==> config.mk <==
export PLATFORM = sky130hd
export DESIGN_NAME = ixc_uclk_div_gate
export DESIGN_NICKNAME = d
export VERILOG_FILES = /design/src/rtl/ixc_uclk_div_gate.sv
export SDC_FILE = /design/constraint.sdc
export NUM_CORES = 1
export LEC_CHECK = 0
export BUFFER_PORTS_ARGS = -buffer_cell sky130_fd_sc_hd__buf_2
export CAP_MARGIN = 25
export CORE_MARGIN = 1.5
export CORE_UTILIZATION = 50
export DETAILED_ROUTE_END_ITERATION = 8
export PLACE_DENSITY_LB_ADDON = 0.05
export SLEW_MARGIN = 20
export SYNTH_ARGS = -nofsm -noshare
export SYNTH_HDL_FRONTEND = slang
export SYNTH_SLANG_ARGS = --single-unit
==> constraint.sdc <==
create_clock -name uclk -period 3.5 [get_ports uclk]
set_input_delay 0 -clock uclk [delete_from_list [all_inputs] [get_ports uclk]]
set_output_delay 0 -clock uclk [all_outputs]
set_load 0.05 [all_outputs]
==> src/rtl/ixc_uclk_div_gate.sv <==
// ixc_uclk_div_gate
// Divides the free-running emulator user clock (uclk) by an integer N to
// produce a gated design clock. The block emits a one-cycle enable pulse at
// each derived rising edge and a derived clock level. A start/stop
// request/acknowledge handshake turns generation on and off.
// A stop always waits for the current period to finish, so no truncated
// (glitch) period is ever produced. Every output is registered.

module ixc_uclk_div_gate #(
  parameter int DIV_W = 8,
  parameter int CNT_W = 16
) (
  input  logic             uclk,
  input  logic             rst_n,
  input  logic [DIV_W-1:0] div_ratio,
  input  logic             start_req,
  output logic             start_ack,
  input  logic             stop_req,
  output logic             stop_ack,
  output logic             clk_en,
  output logic             clk_lvl,
  output logic             running,
  output logic [CNT_W-1:0] edge_cnt,
  output logic             ratio_err
);

  // IDLE  : nothing generated, waiting for a start request
  // RUN   : generating periods, one enable pulse per period
  // DRAIN : a stop is pending; finish the current period without new edges
  typedef enum logic [1:0] {
    IDLE  = 2'd0,
    RUN   = 2'd1,
    DRAIN = 2'd2
  } state_e;

  // The smallest legal period. Anything shorter would leave no low phase.
  localparam logic [DIV_W-1:0] MIN_RATIO = DIV_W'(2);
  localparam logic [DIV_W-1:0] ONE       = DIV_W'(1);

  state_e           state_q,     state_d;
  logic [DIV_W-1:0] phase_q,     phase_d;
  logic [DIV_W-1:0] nlat_q,      nlat_d;
  logic             startAck_q,  startAck_d;
  logic             stopAck_q,   stopAck_d;
  logic             clkEn_q,     clkEn_d;
  logic             clkLvl_q,    clkLvl_d;
  logic             running_q,   running_d;
  logic [CNT_W-1:0] edgeCnt_q,   edgeCnt_d;
  logic             ratioErr_q,  ratioErr_d;

  logic             ratioIllegal;
  logic [DIV_W-1:0] ratioLoad;
  logic             lastPhase;
  logic [DIV_W-1:0] phaseInc;

  // High for the first ceil(n/2) cycles of a period. An odd period therefore
  // gives its extra cycle to the high phase. The sum is widened by one bit so
  // that the largest ratio does not overflow.
  function automatic logic levelFor(input logic [DIV_W-1:0] ph,
                                    input logic [DIV_W-1:0] n);
    logic [DIV_W:0] halfUp;
    halfUp = ({1'b0, n} + {{DIV_W{1'b0}}, 1'b1}) >> 1;
    return ({1'b0, ph} < halfUp);
  endfunction

  // An illegal ratio is replaced by the minimum period. The caller records
  // the fact in the sticky error flag.
  assign ratioIllegal = (div_ratio < MIN_RATIO);
  assign ratioLoad    = ratioIllegal ? MIN_RATIO : div_ratio;
  assign lastPhase    = (phase_q == (nlat_q - ONE));
  assign phaseInc     = phase_q + ONE;

  // Next-state and next-output decode. The outputs are computed for the cycle
  // being entered, so that registering them gives the visible behaviour
  // directly.
  always_comb begin
    state_d    = state_q;
    phase_d    = phase_q;
    nlat_d     = nlat_q;
    ratioErr_d = ratioErr_q;
    startAck_d = 1'b0;
    stopAck_d  = 1'b0;
    clkEn_d    = 1'b0;
    clkLvl_d   = 1'b0;
    running_d  = 1'b0;

    case (state_q)
      IDLE: begin
        // A start wins over a simultaneous stop. The first derived edge
        // appears in the same cycle as the acknowledge.
        if (start_req) begin
          state_d    = RUN;
          phase_d    = '0;
          nlat_d     = ratioLoad;
          ratioErr_d = ratioErr_q | ratioIllegal;
          startAck_d = 1'b1;
          running_d  = 1'b1;
          clkEn_d    = 1'b1;
          clkLvl_d   = 1'b1;
        end
      end

      RUN: begin
        if (stop_req && lastPhase) begin
          // The period ends this cycle anyway. Go straight to IDLE and
          // suppress the edge the wrap would have produced.
          state_d   = IDLE;
          phase_d   = '0;
          stopAck_d = 1'b1;
        end else begin
          running_d = 1'b1;
          if (lastPhase) begin
            // At a period boundary a new ratio is picked up, so a mid-period
            // change of div_ratio only takes effect from here on.
            phase_d    = '0;
            nlat_d     = ratioLoad;
            ratioErr_d = ratioErr_q | ratioIllegal;
            clkEn_d    = 1'b1;
          end else begin
            phase_d = phaseInc;
            if (stop_req) begin
              state_d = DRAIN;
            end
          end
          clkLvl_d = levelFor(phase_d, nlat_d);
        end
      end

      DRAIN: begin
        if (lastPhase) begin
          state_d   = IDLE;
          phase_d   = '0;
          stopAck_d = 1'b1;
        end else begin
          phase_d   = phaseInc;
          running_d = 1'b1;
          clkLvl_d  = levelFor(phase_d, nlat_q);
        end
      end

      default: begin
        state_d = IDLE;
        phase_d = '0;
      end
    endcase

    edgeCnt_d = edgeCnt_q + CNT_W'(clkEn_d);
  end

  // State and registered outputs. The reset is synchronous and aborts any run
  // or drain without an acknowledge.
  always_ff @(posedge uclk) begin
    if (!rst_n) begin
      state_q    <= IDLE;
      phase_q    <= '0;
      nlat_q     <= MIN_RATIO;
      startAck_q <= 1'b0;
      stopAck_q  <= 1'b0;
      clkEn_q    <= 1'b0;
      clkLvl_q   <= 1'b0;
      running_q  <= 1'b0;
      edgeCnt_q  <= '0;
      ratioErr_q <= 1'b0;
    end else begin
      state_q    <= state_d;
      phase_q    <= phase_d;
      nlat_q     <= nlat_d;
      startAck_q <= startAck_d;
      stopAck_q  <= stopAck_d;
      clkEn_q    <= clkEn_d;
      clkLvl_q   <= clkLvl_d;
      running_q  <= running_d;
      edgeCnt_q  <= edgeCnt_d;
      ratioErr_q <= ratioErr_d;
    end
  end

  assign start_ack = startAck_q;
  assign stop_ack  = stopAck_q;
  assign clk_en    = clkEn_q;
  assign clk_lvl   = clkLvl_q;
  assign running   = running_q;
  assign edge_cnt  = edgeCnt_q;
  assign ratio_err = ratioErr_q;

endmodule

==> reports/results.ini, run 1 <==
[die]
io_pins = 34
die-area_um2 = 6440
start_util = 0.529
dieHeight_um = 80.3
core_um2 = 5640
fp.dieW_um = 80.3
num_rows = 27

[logic_synthesis]
yosys_register_bits = 40
synthCells = 366
synth_area_um2 = 2980
synthXorXnorAreaFrac = 0.109
synth_mux_area_frac = 0.00671
synth_cell_types = 56
synth_top_area_frac = 0.268
synth_edf_count = 0
syn_nets = 402
synth_simple_gate_area_frac = 0.268
synth_area_per_cell_um2 = 8.15
yosys_warnings = 0
seq_area_frac_synth = 0.268
synthTopCellsByArea = dfxtp_1, ha_1, xor2_1, xnor2_1, nand2_1
synth_top_family_by_area = simple AND/OR/NAND/NOR gates
synth_flop_cell = dfxtp_1
synth-adder-area-share = 0.101
yosysTopAreaCell = dfxtp_1
synthArstFlopShare = 0
synth_compound_area_frac = 0.191

[grt]
grt_first_pass_wirelength_mm = 12.2
track_usage = 0.244
grt_pass1_vias = 2490
antenna_found_initial = 0
grt_max_degree = 34
grt_overflow = 0

[sta]
maxSlewHeadroom = 0.347
slew_viol_final = 0
fin_crit_ns = 3.31
skew_ns = 0.00537
fmaxAchievable_ghz = 0.302
tightest_slew_ns = 0.969
hold_violations = 0
min_period_over_period = 0.945
setup_viol_count_final = 0

[cells_and_area]
mostFrequentLayoutCells = dfxtp_1, nand2_1, buf_2
area_delta_synth_final_pct = 13.6
nets = 436
nFillCells = 525
drive_above_1_share = 0.182
final_common_cell = dfxtp_1
n_antenna_cell = 0
fin_util = 0.601

[worst_setup_path]
cp-start-kind = flop
endpoint_kind = flop
required_ns = 3.73
path_max_fanout = 8
crit_type = flop to flop
arrival_ns = 3.54

[drt]
wl_mm = 7.28
avgViaCountPerCell = 5.66
ant_nets = 0
wl_per_cell_um = 15.4
num_vias = 2679
drt_iter0_markers = 113
firstDrtPassIters = 4
drc_errors = 0

[clock_network]
cts_buffer_depth = 2
clk_pin_slew_ns = 0.08
cts_tree = built
cts_num_sinks = 40
cts_htree_levels = 2
cts_made_buffers = 5
cts_root_buf = clkbuf_8
clock_latency_ns = 0.29

[placement]
gp_congestion = 0.890
port_buffers = 33
hpwl_mm = 5.31

[pwr]
p_leak_nw = 1.39
power_w = 0.00155
powerDensity_nw_per_um2 = 456
irDropWorstVdd_uv = 262

[hold_path]
hold_path.class = input pin to flop

[run]
max-cap-violations = 0

[status]
outcome = finished, final reports clean

[synth_stat cells (all sizes together), types with 10 or more instances]
master / count
nand3: 15
xor2: 21
nor2: 30
clkbuf: 10
o21ai: 30
xnor2: 16
buf: 13
ha: 24
dfxtp: 40
and2: 12
nand2: 35
nor3: 11
a21oi: 23
[metrics by stage]
stage	setup slack (ns)	std cells	hold WS, ns	setup TNS (ns)	area (um^2)
global placement	0.250	459	0.295	0	3180
floorplan	0.00151	366	0.0800	0	2990
global route	-0.00146	473	0.0164	-0.00146	3390
detailed placement	0.129	459	0.297	0	3180
CTS	0.0782	470	0.00859	0	3330
finish	0.191	473	0.0148	0	3390
[logic make-up after synthesis]
logic type | Yosys count
compound gates | 85
xor+xnor | 37
fa+ha+maj | 24
buf+inv | 30
flops | 40
mux | 2
simple gates | 148
[state kept, by name (all words and copies together), names as in the netlist]
register	cells
clk_en	1
clk_lvl	1
edge_cnt	16
nlat_q	8
phase_q	8
ratio_err	1
running	1
start_ack	1
state_q	2
stop_ack	1
[worst max-delay path: stages (launching register included)]
cell and delay (ns):
dfxtp_1 0.33, inv_1 0.08, ha_2 0.24, o21bai_1 0.17
a211oi_1 0.25, o21ai_1 0.13, nand2_2 0.13, nand3_2 0.15
nor2_1 0.17, a21oi_2 0.06, ha_4 0.18, buf_4 0.13
nand2_1 0.07, xnor2_1 0.12, a21oi_1 0.09, ha_1 0.31
a211oi_1 0.19, o21ai_0 0.11, o211ai_1 0.09, nand3_1 0.10
o22ai_1 0.12
[path summary, 6_finish.rpt]
path,endpoint,slack (ns),cells past startpoint,from
max reg2reg,clk_lvl,0.19,20,nlat_q[1]
min reg2reg,ratio_err,0.47,2,ratio_err
max,clk_lvl,0.19,20,nlat_q[1]
min,state_q[0],0.01,2,start_req
[report_power, final]
group	internal, W	switching [W]	leakage (nW)
logic	0.000241	0.000370	1.01
registers	0.000488	0.0000405	0.325
clock network	0.000233	0.000173	0.0614
[layer usage]
metal,track usage,wire (um),vias up
li1,-,-,1369
met1,0.356,3690,1250
met2,0.370,3210,50
met3,0.0341,287,10
met4,0.0724,92,0
met5,0,0,-
[repair_timing]
action / 4_1_cts / 5_1_grt
hold endpoints to repair: 3 / 0
buffers inserted: 0 / 3
setup endpoints to repair: 0 / 4
hold buffers: 3 / 0
gates resized for setup: 0 / 6
[layout make-up]
class,instances,area [um^2],share of cell area
timing repair buffer,50,300,0.0886
multi-input combinational,296,2050,0.605
sequential,40,801,0.236
tap,72,90.1,0.0266
clock buffer,6,82.6,0.0244
clock inverter,2,38.8,0.0114
inverter,7,26.3,0.00775
Power figures use the tool's default switching activity.
==> run 2, diff against run 1 <==
- CELL_PAD_IN_SITES_DETAIL_PLACEMENT: not set -> 1
- CELL_PAD_IN_SITES_GLOBAL_PLACEMENT: not set -> 1
- CORE_UTILIZATION: 50 -> 40
==> run 2 against run 1 <==
- flip-flop and latch count is the same
- sequential power is essentially flat
- global-route usage shrank 2.1 points
- count of clock-buffer cells in the layout shrank 1
- highest routed layer unchanged
==> reports/results.ini, run 2 (synthesis results as in run 1) <==
[drt]
num_vias = 2817  ; +5.2%
wl_per_cell_um = 17.2  ; +12%
ant_nets = 0  ; unchanged
firstDrtPassIters = 4  ; unchanged
wl_mm = 8.81  ; +21%
avgViaCountPerCell = 5.50  ; -2.9%
drc_errors = 0  ; unchanged
drt_iter0_markers = 104  ; -8.0%

[pwr]
irDropWorstVdd_uv = 264  ; +0.63%
p_sw_w = 0.000631  ; +8.0%
swShare = 0.411  ; +0.0332
power_w = 0.00154  ; -0.72%
p_int_w = 0.000904  ; -6.0%
combPwrFrac = 0.450  ; +0.054
powerDensity_nw_per_um2 = 435  ; -4.6%
p_seq_frac = 0.342  ; about the same
p_clk_frac = 0.208  ; -0.055
p_leak_nw = 1.44  ; +3.5%

[die]
core_um2 = 7250  ; +29%
dieHeight_um = 89.4  ; +11%
num_rows = 31  ; +15%
start_util = 0.411  ; -0.118
die-area_um2 = 7990  ; +24%
fp.dieW_um = 89.4  ; +11%
io_pins = 34  ; unchanged

[status]
outcome = finished, final reports clean

[sta]
maxSlewHeadroom = 0.400  ; +0.0531
rsz0062_at_grt = true
slew_viol_final = 0  ; unchanged
fmaxAchievable_ghz = 0.292  ; -3.2%
min_period_over_period = 0.977  ; +0.0316
finalSetupTns_ns = 0  ; unchanged
skew_ns = 0.0130  ; +0.00762 ns
hold_violations = 0  ; unchanged
tightest_slew_ns = 0.890  ; -0.0788 ns
fin_crit_ns = 3.42  ; +0.111 ns
holdWs_ns = 0.00408  ; -0.0107 ns
setup_viol_count_final = 0  ; unchanged

[grt]
grt_first_pass_wirelength_mm = 13.6  ; +11%
grt_overflow = 0  ; unchanged
track_usage = 0.224  ; -0.0209
antenna_found_initial = 0  ; unchanged
grt_max_degree = 33  ; -2.9%
grt_pass1_vias = 2631  ; +5.7%

[clock_network]
cts_htree_levels = 2  ; unchanged
clock_latency_ns = 0.30  ; about the same
cts_num_sinks = 40  ; unchanged
cts_made_buffers = 5  ; unchanged
cts_buffer_depth = 2  ; unchanged
clk_pin_slew_ns = 0.09  ; about the same
cts_root_buf = clkbuf_8
cts_tree = built

[worst_setup_path]
crit_family = simple AND/OR/NAND/NOR gates
endpoint_kind = flop
arrival_ns = 3.61  ; +0.07 ns
path_cells = inv_4, ha_4, xor2_1, nand2_1, nor4_4, nand3_4, nand2_1, o21ai_4, ha_4, buf_6, nand3_2, xnor2_1, o21ai_1, ha_1, nand4_1, nor2_1, nand3b_1, mux2i_1, o22ai_1
crit_path_top_delay_cell = dfxtp_2
path_depth = 19  ; -5.0%
crit_type = flop to flop
cp.buffers_inverters = 2  ; unchanged
cp-start-kind = flop
path_max_fanout = 8  ; unchanged
required_ns = 3.69  ; -0.04 ns
max_stage_delay_ns = 0.36  ; +0.03 ns
worst_r2r_path_depth = 19  ; -5.0%

[hold_path]
hold_path_depth = 3  ; +1
hold_path.class = input pin to flop

[cells_and_area]
n_antenna_cell = 0  ; unchanged
final_common_cell = dfxtp_1
area_delta_synth_final_pct = 18.2
design_area_um2 = 3530  ; +4.0%
nets = 448  ; +2.8%
mostFrequentLayoutCells = dfxtp_1, nand2_1, buf_2
drive_above_1_share = 0.223  ; +0.0407
largest_register_ffs = 16  ; unchanged

[placement]
gp_congestion = 0.834  ; -6.2%
dpl_cell_area_um2 = 3270  ; +2.7%
port_buffers = 33  ; unchanged
hpwl_mm = 6.55  ; +23%

[run]
max-cap-violations = 0  ; unchanged

-- run 2: changes by cell type in the layout (fill, tap and decap cells not counted), sizes merged --
cell,change
buf,+14
clkinv,+2
dlygate4sd3,-2
bufinv,-1
clkbuf,-1
-- run 2: per-stage QoR --
stage	cells	setup slack [ns]	utilization
2_1_floorplan	366	0.00151	-
3_3_place_gp	493	0.109	0.450
3_5_place_dp	493	-0.0272	0.450
4_1_cts	502	0.0398	0.465
5_1_grt	512	-0.205	0.486
6_report	512	0.0803	0.486
-- run 2: cell type report --
type	count	area (um^2)
tap	99	124
inverter	7	28.8
clock buffer	5	68.8
timing repair buffer	62	389
sequential	40	803
fill	911	3730
clock inverter	3	18.8
multi-input combinational	296	2090
-- run 2: layer usage --
layer	vias to the layer above	global-route usage	share of wire
li1	1394	-	-
met1	1367	0.320	0.50
met2	45	0.360	0.46
met3	11	0.0295	0.034
met4	0	0.0462	0.014
met5	-	0	0
-- run 2: worst paths after layout --
check / startpoint / to / slack (ns)
worst max-delay path: nlat_q[1] / clk_lvl / 0.08
worst min-delay path: div_ratio[6] / nlat_q[6] / 0.004
worst max register to register: nlat_q[1] / clk_lvl / 0.08
worst min register to register: ratio_err / ratio_err / 0.48
-- run 2: what timing repair did --
action                                  in CTS  in global routing
endpoints found under the setup margin       1                  8
gates resized for setup                      1                 19
pin swaps                                    1                 15
hold endpoints to repair                     1                  0
setup buffers                                0                 10
hold buffers                                 1                  0
-- run 2: worst register-to-register path: stages, from the launching register on --
cell,delay [ns]
dfxtp_2,0.36
inv_4,0.04
ha_4,0.27
xor2_1,0.17
nand2_1,0.11
nor4_4,0.36
nand3_4,0.22
nand2_1,0.18
o21ai_4,0.08
ha_4,0.18
buf_6,0.12
nand3_2,0.07
xnor2_1,0.12
o21ai_1,0.09
ha_1,0.31
nand4_1,0.10
nor2_1,0.15
nand3b_1,0.09
mux2i_1,0.16
o22ai_1,0.11
-- run 2: power by group through the flow --
stage | Combinational (W) | Clock, W | Sequential, W
6_report | 0.000691 | 0.000319 | 0.000525
5_1_grt | 0.000757 | 0.000340 | 0.000528
4_1_cts | 0.000618 | 0.000328 | 0.000520
3_5_place_dp | 0.000608 | 0 | 0.000531
3_3_place_gp | 0.000592 | 0 | 0.000530
2_1_floorplan | 0.000418 | 0 | 0.000567
